## config.mk

```make
export PLATFORM = sky130hd
export DESIGN_NAME = spi_xfer_ctrl
export DESIGN_NICKNAME = d
export VERILOG_FILES = /design/src/rtl/spi_xfer_ctrl.sv
export SDC_FILE = /design/constraint.sdc
export NUM_CORES = 1
export LEC_CHECK = 0
export ABC_AREA = 1
export CAP_MARGIN = 10
export CORE_ASPECT_RATIO = 1.1
export CORE_MARGIN = 2
export CORE_UTILIZATION = 50
export CTS_BUF_LIST = sky130_fd_sc_hd__clkbuf_16
export DETAILED_ROUTE_END_ITERATION = 10
export HOLD_SLACK_MARGIN = 0.15
export PLACE_DENSITY = 0.75
export SYNTH_ARGS = -nofsm -noshare
export SYNTH_HDL_FRONTEND = slang
export SYNTH_SLANG_ARGS = --single-unit
export TNS_END_PERCENT = 1
```

## constraint.sdc

```tcl
create_clock -name wb_clk -period 2.3 [get_ports wb_clk]
set_input_delay 0.46 -clock wb_clk [delete_from_list [all_inputs] [get_ports wb_clk]]
set_output_delay 0.46 -clock wb_clk [all_outputs]
set_load 0.02 [all_outputs]
```

## src/rtl/spi_xfer_ctrl.sv

```systemverilog
// -----------------------------------------------------------------------------
// spi_xfer_ctrl
//
// Transfer sequencer for the SPI master. A start request in IDLE latches the
// character and its framing options, then the block walks through the bits
// using the one-cycle edge strobes of the SPI clock generator: MISO is sampled
// on the receive edge, MOSI advances on the transmit edge. When the last bit
// has been sampled the received word is published together with a one-cycle
// done pulse and the block returns to IDLE.
//
// Parameters
//   MAX_LEN   maximum character length in bits (char_len == 0 selects it)
//   LW        width of char_len, derived as $clog2(MAX_LEN)
//
// Ports
//   wb_clk      in   system clock, all state on the rising edge
//   wb_reset_n  in   asynchronous active-low reset
//   go          in   start request, only looked at while idle
//   char_len    in   bits per character, 0 encodes MAX_LEN
//   lsb         in   1: bit 0 first, 0: bit len-1 first
//   tx_neg      in   1: MOSI advances on falling SCLK, 0: on rising
//   rx_neg      in   1: MISO sampled on falling SCLK, 0: on rising
//   tx_data     in   word to transmit
//   pos_edge    in   clock generator strobe, SCLK rises next cycle
//   neg_edge    in   clock generator strobe, SCLK falls next cycle
//   miso        in   serial input
//   tip         out  transfer in progress
//   lstclk      out  last bit in flight
//   mosi        out  serial output
//   rx_data     out  last completed received word, bits >= len are 0
//   done        out  one-cycle pulse when a transfer completes
// -----------------------------------------------------------------------------
module spi_xfer_ctrl #(
  parameter  int MAX_LEN = 32,
  localparam int LW      = $clog2(MAX_LEN)
) (
  input  logic               wb_clk,
  input  logic               wb_reset_n,
  input  logic               go,
  input  logic [LW-1:0]      char_len,
  input  logic               lsb,
  input  logic               tx_neg,
  input  logic               rx_neg,
  input  logic [MAX_LEN-1:0] tx_data,
  input  logic               pos_edge,
  input  logic               neg_edge,
  input  logic               miso,
  output logic               tip,
  output logic               lstclk,
  output logic               mosi,
  output logic [MAX_LEN-1:0] rx_data,
  output logic               done
);

  // One extra bit so that an index can reach len (== MAX_LEN) without wrapping.
  localparam int IW = LW + 1;

  typedef enum logic {
    ST_IDLE = 1'b0,
    ST_XFER = 1'b1
  } state_e;

  state_e             state_q,   state_d;
  logic [MAX_LEN-1:0] tx_reg_q,  tx_reg_d;
  logic [MAX_LEN-1:0] rx_sr_q,   rx_sr_d;
  logic [MAX_LEN-1:0] rx_data_q, rx_data_d;
  logic [IW-1:0]      len_q,     len_d;
  logic [IW-1:0]      tx_idx_q,  tx_idx_d;
  logic [IW-1:0]      rx_idx_q,  rx_idx_d;
  logic               lsb_q,     lsb_d;
  logic               tx_neg_q,  tx_neg_d;
  logic               rx_neg_q,  rx_neg_d;
  logic               done_q,    done_d;

  logic               rx_edge;
  logic               tx_edge;
  logic [LW-1:0]      tx_pos;
  logic [LW-1:0]      rx_pos;

  // Map a transfer-order index to a bit position in the character.
  function automatic logic [LW-1:0] bit_pos(input logic [IW-1:0] idx,
                                            input logic          lsb_first,
                                            input logic [IW-1:0] len);
    logic [IW-1:0] pos;
    pos = lsb_first ? idx : (len - idx - IW'(1));
    return LW'(pos);
  endfunction

  // The latched polarity options pick which generator strobe drives each side.
  assign rx_edge = rx_neg_q ? neg_edge : pos_edge;
  assign tx_edge = tx_neg_q ? neg_edge : pos_edge;

  assign tx_pos  = bit_pos(tx_idx_q, lsb_q, len_q);
  assign rx_pos  = bit_pos(rx_idx_q, lsb_q, len_q);

  // ---------------------------------------------------------------------------
  // Next-state logic
  // ---------------------------------------------------------------------------
  always_comb begin
    // NOTE: every signal gets a default before any branch so no path can
    // leave one unassigned, which would otherwise infer a latch.
    state_d   = state_q;
    tx_reg_d  = tx_reg_q;
    rx_sr_d   = rx_sr_q;
    rx_data_d = rx_data_q;
    len_d     = len_q;
    tx_idx_d  = tx_idx_q;
    rx_idx_d  = rx_idx_q;
    lsb_d     = lsb_q;
    tx_neg_d  = tx_neg_q;
    rx_neg_d  = rx_neg_q;
    done_d    = 1'b0;

    unique case (state_q)
      ST_IDLE: begin
        // Strobes are ignored here; only a start request matters.
        if (go) begin
          state_d  = ST_XFER;
          tx_reg_d = tx_data;
          len_d    = (char_len == '0) ? IW'(MAX_LEN) : IW'(char_len);
          lsb_d    = lsb;
          tx_neg_d = tx_neg;
          rx_neg_d = rx_neg;
          tx_idx_d = '0;
          rx_idx_d = '0;
          rx_sr_d  = '0;
        end
      end

      ST_XFER: begin
        // Receive side first, so the transmit decision below sees the
        // updated sample count when both strobes arrive together.
        if (rx_edge) begin
          rx_sr_d[rx_pos] = miso;
          rx_idx_d        = rx_idx_q + IW'(1);
        end

        // MOSI may only run ahead of the samples taken so far; this keeps
        // bit 0 on the line when the transmit edge precedes the first sample.
        if (tx_edge && (tx_idx_q < rx_idx_d) && (tx_idx_q < len_q - IW'(1))) begin
          tx_idx_d = tx_idx_q + IW'(1);
        end

        if (rx_edge && (rx_idx_d == len_q)) begin
          state_d   = ST_IDLE;
          rx_data_d = rx_sr_d;
          done_d    = 1'b1;
        end
      end

      default: state_d = ST_IDLE;
    endcase
  end

  // ---------------------------------------------------------------------------
  // State registers
  // ---------------------------------------------------------------------------
  always_ff @(posedge wb_clk or negedge wb_reset_n) begin
    if (!wb_reset_n) begin
      // NOTE: the character buffers are ordinary flops rather than a memory,
      // so they are cleared with the rest; rx_data must read 0 after reset.
      state_q   <= ST_IDLE;
      tx_reg_q  <= '0;
      rx_sr_q   <= '0;
      rx_data_q <= '0;
      len_q     <= '0;
      tx_idx_q  <= '0;
      rx_idx_q  <= '0;
      lsb_q     <= 1'b0;
      tx_neg_q  <= 1'b0;
      rx_neg_q  <= 1'b0;
      done_q    <= 1'b0;
    end else begin
      // NOTE: non-blocking assignments so every register samples the values
      // from before this edge, independent of statement order.
      state_q   <= state_d;
      tx_reg_q  <= tx_reg_d;
      rx_sr_q   <= rx_sr_d;
      rx_data_q <= rx_data_d;
      len_q     <= len_d;
      tx_idx_q  <= tx_idx_d;
      rx_idx_q  <= rx_idx_d;
      lsb_q     <= lsb_d;
      tx_neg_q  <= tx_neg_d;
      rx_neg_q  <= rx_neg_d;
      done_q    <= done_d;
    end
  end

  // ---------------------------------------------------------------------------
  // Outputs (decoded from state so reset clears them without a clock edge)
  // ---------------------------------------------------------------------------
  assign tip     = (state_q == ST_XFER);
  assign lstclk  = (state_q == ST_XFER) && (rx_idx_q == len_q - IW'(1));
  assign mosi    = (state_q == ST_XFER) && tx_reg_q[tx_pos];
  assign rx_data = rx_data_q;
  assign done    = done_q;

endmodule
```

==> summary.txt, run 1 <==
die height: 130 um
Reg-to-Reg Start: len_q[0]
Top FF cell, synth: dfrtp_1
# diodes: 0
largest net degree at the start of global routing: 55
Leakage: 4.85 nW
CTS buffer count: 17
hpwl dp: 12900 um
syn_area_per_cell: 7.64 sq um
DRT Pass-1 Iters: 5
outcome: finished, violations left
clock power share: 17.0%
Worst-path clk slew: 0.05 ns
H-tree levels: 4
Logic pwr share: 60.2%
Worst Setup EP: mosi
final instance area: 0.00950 sq mm
Register-to-Register Path Depth: 16
sw power: 6.84 mW
I/O Pins: 82
Post-layout nets: 1160
Rel. slew slack: 68.6%
# setup viols final: 64
Die X: 118 um
Tcrit/Tclk final: 132%
Crit. Startpoint: tx_idx_q[0]
post-synth cell types: 46
CTS tree: yes
Post-synth EDFFs: 0
RSZ-0062 raised after global routing: true
drc violations: 0
clk_lat worst skew: 0.43 ns
peak supply drop: 1090 uV
Starting Density: 51.7%
synth warn: 0
failing checks: setup timing
Detailed Route WL: 18400 um
Synth Register Bits: 119
slowest stage delay, CP: 0.47 ns
area share of the largest cell type after synthesis: 41.4%
slowest stage cell, crit path: fa_1
post-layout min period: 3.03 ns
crit-path cells: inv_2 -> ha_4 -> inv_2 -> fa_1 -> o21ai_4 -> buf_6 -> nand3_1 -> nand2_1 -> nand2_1 -> nand2_1 -> nand2_2 -> a21oi_4 -> nor2_4 -> buf_6
cell mode on critical path: nand2_1
Final Power: 15.3 mW
CTS root buffer: clkbuf_16
post-synthesis sequential area ratio: 41.4%
vias in the first global route: 6804
crit end category: output port
top cells by area, synth: dfrtp_1 41%, nand2_1 20%, nand3_1 7.3%
via/cell ratio: 5.27
clock buffer depth: 2
top post-synthesis cells by count: 388 x nand2_1, 119 x dfrtp_1, 105 x nand3_1
Placement Rows: 45
CP Launch Type: flop
number of port buffers: 81
count leader, synth: nand2_1
DR iter-0 viols: 458
vias post-DR: 6803
CP Data Required Time: 1.84 ns
WHS: 0.475 ns
die area: 0.0154 sq mm
Final Hold Violating Endpoints: 0
GRT Total Usage: 25.5%
Mapped Cells: 941
RD Place Congestion: 0.860
PD cells: 1610 mW/mm^2
fraction of layout instances using a drive strength above 1: 18.4%
switching share of power: 44.6%
Overflow after GRT: 0
CP Class: reg -> out
Internal Power: 8.50 mW
Crit path arrival time: 2.57 ns
Slew @ Worst Pin: 0.470 ns
worst reg2reg path endpoint: rx_data[17]
Max-Cap Viols: 0
setup ws final: -0.734 ns
Routed Antenna Nets: 0
Area Growth Syn to Fin: 32.2%
cell taking the most area after synthesis: dfrtp_1
Flop pwr share: 22.8%
# clock sinks: 119
dpl cell area: 0.00882 sq mm
Hold Crit Class: reg -> reg
Layout Skew: 0.00832 ns
async set-reset flop share out of synthesis: 100%
flop2flop setup slack: -0.07 ns
initial antenna violation count: 0
synthesized area: 0.00719 sq mm
max-slew violations: 0
crit path max fanout: 4
Wirelength per Cell: 14.2 um
fmax: 0.330 GHz
final design utilization: 68.3%
global-route wire length before repair: 31300 um
Core Box Area: 0.0139 sq mm
Synth Net Count: 1011
[flip-flops by register name (all words and copies together), names as in the netlist]
name,flops
tip,1
tx_neg_q,1
rx_neg_q,1
rx_sr_q,32
rx_data,32
done,1
tx_reg_q,32
lsb_q,1
len_q,6
tx_idx_q,6
rx_idx_q,6
[kinds of logic after synthesis]
family,count (synthesis),synth area share (%)
compound gates,43,3.57
xor+xnor,20,2.75
fa+ha+maj,24,4.39
buf+inv,123,8.15
flops,119,41.4
simple gates,612,39.7
[through the flow]
step | setup slack [ns] | cells | TNS [ns]
6_report | -0.734 | 1290 | -3.04
5_1_grt | -0.895 | 1290 | -16.23
4_1_cts | -0.745 | 1290 | -2.52
3_5_place_dp | -0.857 | 1256 | -6.99
3_3_place_gp | -0.854 | 1256 | -5.43
2_1_floorplan | -0.254 | 941 | -0.270
[timing repair]
item / 4_1_cts / 5_1_grt
endpoints found under the setup margin: 65 / 72
buffers inserted: 2 / 0
pin swaps: 14 / 11
endpoints found under the hold margin: 30 / 0
gates resized for setup: 19 / 11
hold buffers: 1 / 0
[power groups by stage]
stage | combinational (mW) | clock (mW) | sequential, mW
after detailed placement | 8.83 | 0 | 3.49
after CTS | 9.08 | 2.64 | 3.48
final | 9.24 | 2.61 | 3.49
after global routing | 10.2 | 2.74 | 3.58
after floorplan | 5.50 | 0 | 3.68
after global placement | 8.63 | 0 | 3.47
[worst min-delay path by stage]
| stage | start | to | slack [ns] | depth (start not counted) |
|---|---|---|---|---|
| after floorplan | wb_reset_n | done | 0.16 | 0 |
| after global placement | wb_reset_n | rx_data[20] | 0.44 | 1 |
| after detailed placement | wb_reset_n | rx_data[20] | 0.45 | 1 |
| after CTS | rx_sr_q[3] | rx_sr_q[3] | 0.48 | 2 |
| after global routing | tx_reg_q[19] | tx_reg_q[19] | 0.50 | 2 |
| final | rx_data[17] | rx_data[17] | 0.48 | 2 |
[per-layer routing]
metal / track usage (%) / wire length (um) / vias to the layer above
met3: 5.33 / 931 / 47
met5: 0 / 0 / -
met1: 30.3 / 7590 / 3160
li1: - / - / 3371
met2: 45.4 / 9410 / 225
met4: 10.3 / 450 / 0
[layout by cell type (no fill, tap or decap), types with 2 or more instances in the layout]
cell type / synthesis / layout
clkinv_1: 2 / 3
ha_1: 22 / 19
inv_4: 1 / 2
fa_1: 2 / 2
clkdlybuf4s50_1: 0 / 78
a21oi_1: 9 / 8
or2_2: 2 / 2
xor2_1: 15 / 15
nand2_4: 5 / 6
o21ai_1: 4 / 3
dfrtp_1: 119 / 118
nand2_2: 7 / 11
clkinvlp_4: 0 / 2
ha_2: 0 / 2
o21ai_4: 0 / 2
buf_12: 2 / 12
nand2_1: 388 / 383
nor2_1: 12 / 10
o21ai_0: 14 / 14
clkbuf_16: 0 / 17
nand3_1: 105 / 98
o22ai_1: 6 / 6
inv_1: 70 / 72
o21ai_2: 5 / 4
bufinv_16: 0 / 3
nand4_1: 58 / 58
nor2_4: 8 / 9
inv_2: 7 / 9
buf_6: 4 / 3
nand3_2: 15 / 22
clkinv_2: 0 / 2
xnor2_1: 3 / 2
nand3b_1: 2 / 2
buf_4: 9 / 78
nor2_2: 1 / 2
[worst max-delay path: cells and delay by family (launching register included)]
family	cells	cell delay (ns)
adder cells (fa/ha/maj)	2	0.61
buffers and inverters	4	0.36
flip-flops	1	0.40
AND/OR/NAND/NOR	6	0.34
AO/OA/AOI/OAI	2	0.42
[final cells by class]
| type | count | area (sq um) |
|---|---|---|
| Clock inverter | 14 | 146 |
| Sequential cell | 119 | 2980 |
| Fill cell | 1194 | 4410 |
| Multi-Input combinational cell | 699 | 3750 |
| Tap cell | 188 | 235 |
| Clock buffer | 17 | 425 |
| Timing Repair Buffer | 173 | 1660 |
| Inverter | 80 | 305 |
Note: power is estimated with default switching activity, not from simulation.
==> inputs of run 2 (changes only) <==
- CAP_MARGIN: 10 -> 20
==> results of run 2 <==
Final layout, timing and power as in run 1 (identical DEF).
==> inputs of run 3 (changes only) <==
- CAP_MARGIN: 20 -> 10
- PLACE_DENSITY: 0.75 -> 0.72
- RECOVER_POWER: default -> 100
- clock period: 2.3 -> 3.7 ns (I/O delays scaled with it)
==> run 3 against run 2 <==
Compared with the run above:
- critical path depth is 6 lower
- combinational power decreased by 52%
- total power is 46% lower
- final cell count is 5.7% lower
- non-clock buffer count down 74
- clock skew decreased by 0.0022 ns
- wire length fell by 6.6%
- count of clock-buffer cells in the layout unchanged
- utilization fell by 6.3 points
- cell area down 9.2%
- critical endpoint is now lstclk
- die area is the same
- first-iteration DRC count up 1.7%
- the run ends with capacitance limit, slew limit left
==> summary.txt, run 3 (same netlist as run 1, synthesis figures left out) <==
clk_lat worst skew: 0.42 ns
DR iter-0 viols: 466
CP Class: reg -> out
Fillers: 1289
Setup Total Neg Slack: 0 ns
clock buffer depth: 2
crit path max fanout: 6
Post-layout nets: 1086
die height: 130 um
vias in the first global route: 6123
outcome: finished, violations left
Tcrit/Tclk final: 95.6%
Hold Crit Class: reg -> reg
number of port buffers: 81
setup repair bufs after CTS: 0
max-slew violations: 104
post-layout min period: 3.54 ns
CTS root buffer: clkbuf_16
crit-path cells: buf_4 -> nor3_1 -> nand3_1 -> xor2_1 -> nand2_1 -> nand2_1 -> nor4_1 -> clkdlybuf4s50_1
CTS tree: yes
CP Launch Type: flop
# clock sinks: 119
Placement Rows: 45
Multi-input gate area: 0.00357 sq mm
Routed Antenna Nets: 0
Reg-to-Reg Start: rx_idx_q[0]
GRT Total Usage: 23.8%
PD cells: 968 mW/mm^2
failing checks: capacitance limit, slew limit
Final Power: 8.35 mW
peak supply drop: 520 uV
DRT Pass-1 Iters: 5
drc violations: 0
die area: 0.0154 sq mm
Detailed Route WL: 17200 um
Overflow after GRT: 0
Starting Density: 51.7%
crit end category: output port
global-route wire length before repair: 29100 um
I/O Pins: 82
fmax: 0.283 GHz
cell mode on critical path: nand2_1
Rel. slew slack: -13.0%
fraction of layout instances using a drive strength above 1: 9.33%
Worst-path clk slew: 0.05 ns
hold buffers post-CTS: 0
Core Box Area: 0.0139 sq mm
Final Hold Violating Endpoints: 0
Max-Cap Viols: 2
via/cell ratio: 5.26
Layout Skew: 0.00613 ns
slowest stage cell, crit path: clkdlybuf4s50_1
H-tree levels: 4
Crit path arrival time: 2.80 ns
most frequent cells in the layout: 391 x nand2_1, 119 x dfrtp_1, 107 x nand3_1, 71 x inv_1, 58 x nand4_1
Slew @ Worst Pin: 1.70 ns
register area: 0.00298 sq mm
Area Growth Syn to Fin: 20.0%
Die X: 118 um
Hold Crit Start: rx_data[22]
Crit. Startpoint: len_q[1]
Leakage: 4.48 nW
vias post-DR: 6404
hpwl dp: 11800 um
RSZ-0062 raised after global routing: false
commonest non-fill, non-tap cell in the layout: nand2_1
RD Place Congestion: 0.896
largest net degree at the start of global routing: 62
slowest stage delay, CP: 0.67 ns
# diodes: 0
Wirelength per Cell: 14.1 um
# setup viols final: 0
CP Data Required Time: 2.96 ns
CTS buffer count: 17
initial antenna violation count: 0
[run 3: cell types whose count changed in the layout (fill, tap and decap cells not counted), moves of 4 or more]
cell	before	now
nand2_2	11	6
nand2_1	383	391
buf_12	12	0
nand3_1	98	107
dlygate4sd3_1	1	35
clkdlybuf4s50_1	78	44
buf_4	78	13
clkinv_4	1	5
clkbuf_1	0	5
nand3_2	22	13
[run 3: worst paths after layout]
check / to / slack [ns] / cells past startpoint
worst max register to register: rx_data[8] / 0.40 / 14
max in group asynchronous: tx_reg_q[30] / 0.97 / 2
worst min-delay path: rx_data[22] / 0.47 / 2
worst max-delay path: lstclk / 0.16 / 8
worst min register to register: rx_data[22] / 0.47 / 2
min in group asynchronous: rx_data[20] / 0.69 / 1
[run 3: repair_timing]
action / in CTS / in global routing
setup endpoints to repair: 1 / 1
resized for setup: 1 / 5
cloned: 0 / 0
[run 3: worst max-delay path, delay by kind of cell (launching register included)]
family                    cells  cell delay [ns]
DFF                           1             0.37
buffers and inverters         2             0.83
and+or+nand+nor               5             0.96
xor gates and xnor gates      1             0.21
[run 3: metal layers]
metal | GRT usage [%] | share of wire (%) | vias up
met5 | 0 | 0 | -
met4 | 10.1 | 2.1 | 0
met3 | 4.28 | 4.8 | 31
met2 | 39.7 | 50 | 195
met1 | 30.8 | 43 | 2948
li1 | - | - | 3230
[run 3: final cells by class]
| cell class | count | share of cell area, % |
|---|---|---|
| multi-input cells | 699 | 41.4 |
| flip-flops and latches | 119 | 34.5 |
| repair buffers | 99 | 10.6 |
| clock buffers | 17 | 4.93 |
| inverters | 80 | 3.49 |
| well taps | 188 | 2.73 |
| clock inverters | 15 | 2.33 |
[run 3: power by group]
part           internal, mW  switching, mW  leakage, nW  total [mW]
Clock                  1.13          0.624        0.303        1.75
Combinational          1.49           2.90         2.65        4.39
Sequential             1.83          0.376         1.54        2.20
[run 3: per-stage QoR]
stage	cells	hold slack, ns	instance area (sq um)	util, %	setup slack (ns)
after global routing	1217	0.495	8630	62.0	0.0804
after CTS	1217	0.422	8720	62.7	0.0313
final	1217	0.467	8630	62.0	0.161
after floorplan	941	0.444	7190	-	0.680
after detailed placement	1185	0.465	8090	58.2	0.231
after global placement	1185	0.461	8090	58.2	0.248
